[src/rtl/acc_mem_arbiter.sv]
// Single-port memory arbiter for an accumulator CPU: fetch, operand (direct/indirect)
// and store requesters share one 1024x16 synchronous-read memory.
module acc_mem_arbiter #(
    parameter int INS_WORDS = 401,
    parameter int STARVE    = 3
) (
    input  logic        clk1,
    input  logic        rst,
    input  logic        if_req,
    input  logic [9:0]  if_addr,
    output logic        if_gnt,
    output logic        if_valid,
    output logic [15:0] if_rdata,
    input  logic        op_req,
    input  logic [9:0]  op_addr,
    input  logic        op_ind,
    output logic        op_gnt,
    output logic        op_valid,
    output logic        op_err,
    output logic [15:0] op_rdata,
    input  logic        st_req,
    input  logic [9:0]  st_addr,
    input  logic [15:0] st_wdata,
    output logic        st_gnt,
    output logic        st_done,
    output logic        st_err,
    output logic        mem_en,
    output logic        mem_we,
    output logic [9:0]  mem_addr,
    output logic [15:0] mem_wdata,
    input  logic [15:0] mem_rdata
);

    localparam logic [9:0] BASE    = 10'(INS_WORDS);
    localparam logic [9:0] D_LIMIT = 10'(1024 - INS_WORDS);
    localparam int         CW      = (STARVE < 1) ? 1 : $clog2(STARVE + 1);
    localparam logic [CW-1:0] CNT_MAX = CW'(STARVE);

    typedef enum logic [1:0] {IDLE, PTR, RD} state_t;

    state_t        state, state_nxt;
    logic [CW-1:0] starve_cnt;
    logic          rd_fetch, rd_fetch_nxt;
    logic          rd_err, rd_err_nxt;
    logic          if_ok, op_ok, st_ok, ptr_ok;

    assign if_ok  = if_addr < BASE;
    assign op_ok  = op_addr < D_LIMIT;
    assign st_ok  = st_addr < D_LIMIT;
    assign ptr_ok = mem_rdata[9:0] < D_LIMIT;

    // Grants and memory strobes are gated by rst so reset silences them immediately.
    always_comb begin
        if_gnt       = 1'b0;
        op_gnt       = 1'b0;
        st_gnt       = 1'b0;
        mem_en       = 1'b0;
        mem_we       = 1'b0;
        mem_addr     = '0;
        mem_wdata    = '0;
        state_nxt    = state;
        rd_fetch_nxt = rd_fetch;
        rd_err_nxt   = rd_err;
        if (rst) begin
            case (state)
                IDLE: begin
                    if (if_req && starve_cnt == CNT_MAX) if_gnt = 1'b1;
                    else if (st_req)                     st_gnt = 1'b1;
                    else if (op_req)                     op_gnt = 1'b1;
                    else if (if_req)                     if_gnt = 1'b1;

                    if (if_gnt) begin
                        mem_en       = if_ok;
                        mem_addr     = if_addr;
                        rd_fetch_nxt = 1'b1;
                        rd_err_nxt   = !if_ok;
                        state_nxt    = RD;
                    end else if (st_gnt) begin
                        mem_en    = st_ok;
                        mem_we    = st_ok;
                        mem_addr  = BASE + st_addr;
                        mem_wdata = st_wdata;
                    end else if (op_gnt) begin
                        mem_en       = op_ok;
                        mem_addr     = BASE + op_addr;
                        rd_fetch_nxt = 1'b0;
                        rd_err_nxt   = !op_ok;
                        state_nxt    = op_ind ? PTR : RD;
                    end
                end
                PTR: begin
                    // A bad operand address leaves mem_rdata meaningless, so rd_err also gates here.
                    mem_en     = !rd_err && ptr_ok;
                    mem_addr   = BASE + mem_rdata[9:0];
                    rd_err_nxt = rd_err || !ptr_ok;
                    state_nxt  = RD;
                end
                RD:      state_nxt = IDLE;
                default: state_nxt = IDLE;
            endcase
        end
    end

    always_ff @(posedge clk1 or negedge rst) begin
        if (!rst) begin
            state      <= IDLE;
            starve_cnt <= '0;
            rd_fetch   <= 1'b0;
            rd_err     <= 1'b0;
            if_valid   <= 1'b0;
            op_valid   <= 1'b0;
            op_err     <= 1'b0;
            st_done    <= 1'b0;
            st_err     <= 1'b0;
            if_rdata   <= '0;
            op_rdata   <= '0;
        end else begin
            state    <= state_nxt;
            rd_fetch <= rd_fetch_nxt;
            rd_err   <= rd_err_nxt;
            if_valid <= (state == RD) && rd_fetch;
            op_valid <= (state == RD) && !rd_fetch;
            op_err   <= (state == RD) && !rd_fetch && rd_err;
            st_done  <= st_gnt;
            st_err   <= st_gnt && !st_ok;
            if (state == RD && rd_fetch)
                if_rdata <= rd_err ? 16'h0000 : mem_rdata;
            if (state == RD && !rd_fetch)
                op_rdata <= rd_err ? 16'h0000 : mem_rdata;
            if (!if_req || if_gnt)
                starve_cnt <= '0;
            else if (state == IDLE && starve_cnt != CNT_MAX)
                starve_cnt <= starve_cnt + 1'b1;
        end
    end

endmodule

[config.mk]
export PLATFORM = sky130hd
export DESIGN_NAME = acc_mem_arbiter
export DESIGN_NICKNAME = d
export VERILOG_FILES = /design/src/rtl/acc_mem_arbiter.sv
export SDC_FILE = /design/constraint.sdc
export NUM_CORES = 1
export LEC_CHECK = 0
export CAP_MARGIN = 25
export CORE_MARGIN = 4
export CORE_UTILIZATION = 41
export CTS_BUF_LIST = sky130_fd_sc_hd__clkbuf_2 sky130_fd_sc_hd__clkbuf_4 sky130_fd_sc_hd__clkbuf_8
export DETAILED_ROUTE_END_ITERATION = 8
export PLACE_DENSITY = 0.86
export SKIP_CTS_REPAIR_TIMING = 1
export SYNTH_ARGS = -nofsm -noshare
export SYNTH_HDL_FRONTEND = slang
export SYNTH_SLANG_ARGS = --single-unit
[constraint.sdc]
create_clock -name clk1 -period 2.6 [get_ports clk1]
set_input_delay 0.52 -clock clk1 [delete_from_list [all_inputs] [get_ports clk1]]
set_output_delay 0.52 -clock clk1 [all_outputs]
set_load 0.02 [all_outputs]
==> metrics.cfg <==
[yosys]
synth.most_common_cell = nand2_1
yosys.area.top_type = dfrtp_1
synthTopCellsByArea = dfrtp_1, nand2_1, o21ai_0
syn_inst = 306
synth_top_area_frac = 0.409
ys_ff_latch = 43
ys_seq_area_frac = 0.409
async_flop_share = 1.00
synth_common_cells = nand2_1, dfrtp_1, o21ai_0, and2_1, a21oi_1
syn_nets = 378
avgSynthCellArea_um2 = 8.59
synth_cell_types = 54
synth_warnings = 0
syn-cell-area_um2 = 2630
synth_edf_count = 0
synth_flop_cell = dfrtp_1

[floorplan]
die_h_um = 88.1
die_w_um = 88.1
start_util = 0.434
dieArea_um2 = 7760
pin_count = 136
row_count = 28
coreArea_um2 = 6060

[routing]
wirelength_um = 9460
routed_via_density = 5.41
drc_errors = 0
dr_total_vias = 3048
routedWlPerCell_um = 16.8
drt_iter0_markers = 179
drt_pass1_iterations = 5
ant_nets = 0

[global_route]
grtUsageMet3 = 0.0508
grt_pass1_wl_um = 14000
busiest_layer = met2
grtUsageMet2 = 0.394
met1_usage = 0.283
groute.usage.overall = 0.230
grt_overflow = 0
grt_max_degree = 39
antenna_found_initial = 0
grt_pass1_vias = 3020

[power]
worst_ir_drop_vdd_mv = 0.737
p_leak_nw = 2.28
pwr-share-comb = 0.571
clkPwrFrac = 0.118
power.density_nw_per_um2 = 800
power.internal_mw = 2.11
switching_share = 0.424
pwr-share-seq = 0.311
switching_power_mw = 1.55

[sta]
layout_worst_path_cycle_share = 0.986
fin_crit_ps = 2560
setup_viol = 0
fmax_mhz = 390
final_max_slew_viol_count = 0
worstMarginPinSlew_ps = 974
relSlewSlack = 0.351
hold_viol = 0
hold_ws_ps = 46.9
fin_setup_tns_ps = 0
rsz0062_at_grt = true
fin_worst_skew_ps = 8.26

[setup_path]
crit_type = register to output pin
cp.required_ps = 2080
critPathCaptureType = output pin
critPathArrivalTime_ps = 2040
start_kind = register
path_max_fanout = 4

[cts]
root_buffer = clkbuf_8
numClockSinks = 43
tritoncts = built
htreeDepth = 2
cts_buffers = 5
insertion_delay_ps = 300
clk_pin_slew_ps = 90
cts_buffer_depth = 2

[cells_and_area]
syn2layout_area_growth_pct = 74.3
drive_gt1_frac = 0.242
fillers = 429
final_net_count = 559
n_antenna_cell = 0
stdcell_count = 563

[place]
port_buffers = 135
place_inst = 554
routabilityCongestion = 0.945
place_hpwl_um = 7300

[hold_path]
hp-class = primary input to asynchronous set/reset pin

[flow_run]
max_cap_viol_count = 0

[outcome]
status = completed

==> power groups by stage <==
stage                     logic [mW]  registers, mW  clock network, mW
after floorplan                0.739           1.42                  0
after global placement          2.04           1.12                  0
after detailed placement        2.09           1.14                  0
after CTS                       2.09           1.13              0.442
after global routing            2.25           1.17              0.467
final                           2.09           1.14              0.433
==> routing by layer <==
| layer | part of all wire | wire [um] |
|---|---|---|
| met1 | 0.39 | 3650 |
| met2 | 0.48 | 4530 |
| met3 | 0.11 | 1010 |
| met4 | 0.029 | 271 |
| met5 | 0 | 0 |
==> flip-flops by register name, indices dropped and copies added (netlist names) <==
signal,cells
rd_err,1
op_valid,1
rd_fetch,1
op_err,1
op_rdata,16
starve_cnt,2
st_err,1
if_valid,1
st_done,1
state,2
if_rdata,16
==> cell families after synthesis <==
logic type               after synthesis  share of synthesized area
AO/OA/AOI/OAI                         96                      0.231
XOR/XNOR                              23                     0.0766
adder cells (fa/ha/maj)                4                     0.0190
buffers and inverters                 22                     0.0471
flip-flops                            43                      0.409
multiplexers                           1                    0.00381
AND/OR/NAND/NOR                      117                      0.214
==> critical path: stages (launching register included) <==
cell      delay [ps]
dfrtp_1          420
ha_4             200
nand2_2           70
nand3b_1         200
nor3_4           250
buf_4            150
a22oi_1           70
a21oi_1          170
buf_2            200
==> final cells by class <==
cell class | instances | area [um2] | share of cell area
Clock inverter | 2 | 12.5 | 0.00273
Tap cell | 75 | 93.8 | 0.0205
Multi-Input combinational cell | 241 | 1590 | 0.346
Sequential cell | 43 | 1080 | 0.235
Clock buffer | 6 | 76.3 | 0.0166
Timing Repair Buffer | 188 | 1710 | 0.372
Inverter | 8 | 35.0 | 0.00764
==> path summary, 6_finish.rpt <==
check / startpoint / end / slack [ps] / cells past startpoint
max: starve_cnt[0]$_DFFE_PN0P_ / mem_addr[9] / 40 / 8
min: rst / state[0]$_DFFE_PN0P_ / 50 / 1
max reg2reg: state[1]$_DFFE_PN0P_ / op_rdata[1]$_DFFE_PN0P_ / 710 / 4
min reg2reg: op_rdata[11]$_DFFE_PN0P_ / op_rdata[11]$_DFFE_PN0P_ / 480 / 2
max in group asynchronous: rst / op_rdata[0]$_DFFE_PN0P_ / 1850 / 2
min in group clk1: op_rdata[11]$_DFFE_PN0P_ / op_rdata[11]$_DFFE_PN0P_ / 480 / 2
==> through the flow <==
step	area, um2	setup slack (ps)	utilization	total power [mW]
after floorplan	2630	182	-	2.16
after global placement	4370	-809	0.720	3.16
after detailed placement	4370	-816	0.720	3.23
after CTS	4460	-834	0.735	3.66
after global routing	4580	-78.1	0.756	3.89
final	4580	37.0	0.756	3.67
==> cells in the final DEF, fill, tap and decap left out, types with 3 or more instances in the layout <==
master           count
a21oi_1             13
a222oi_1             3
a22oi_1              8
a31oi_4              3
and2_1              16
buf_2                3
buf_4               60
clkbuf_2            17
clkbuf_8             5
clkdlybuf4s50_1     78
dfrtp_1             43
dlymetal6s2s_1      29
ha_2                 3
inv_1                5
nand2_1             63
nand3_1              5
nand4_1              3
nor2_1              14
o21ai_0             37
o21ai_1              4
xnor2_1             12
xor2_1              10
No activity file was read; power rests on OpenSTA's default activity.
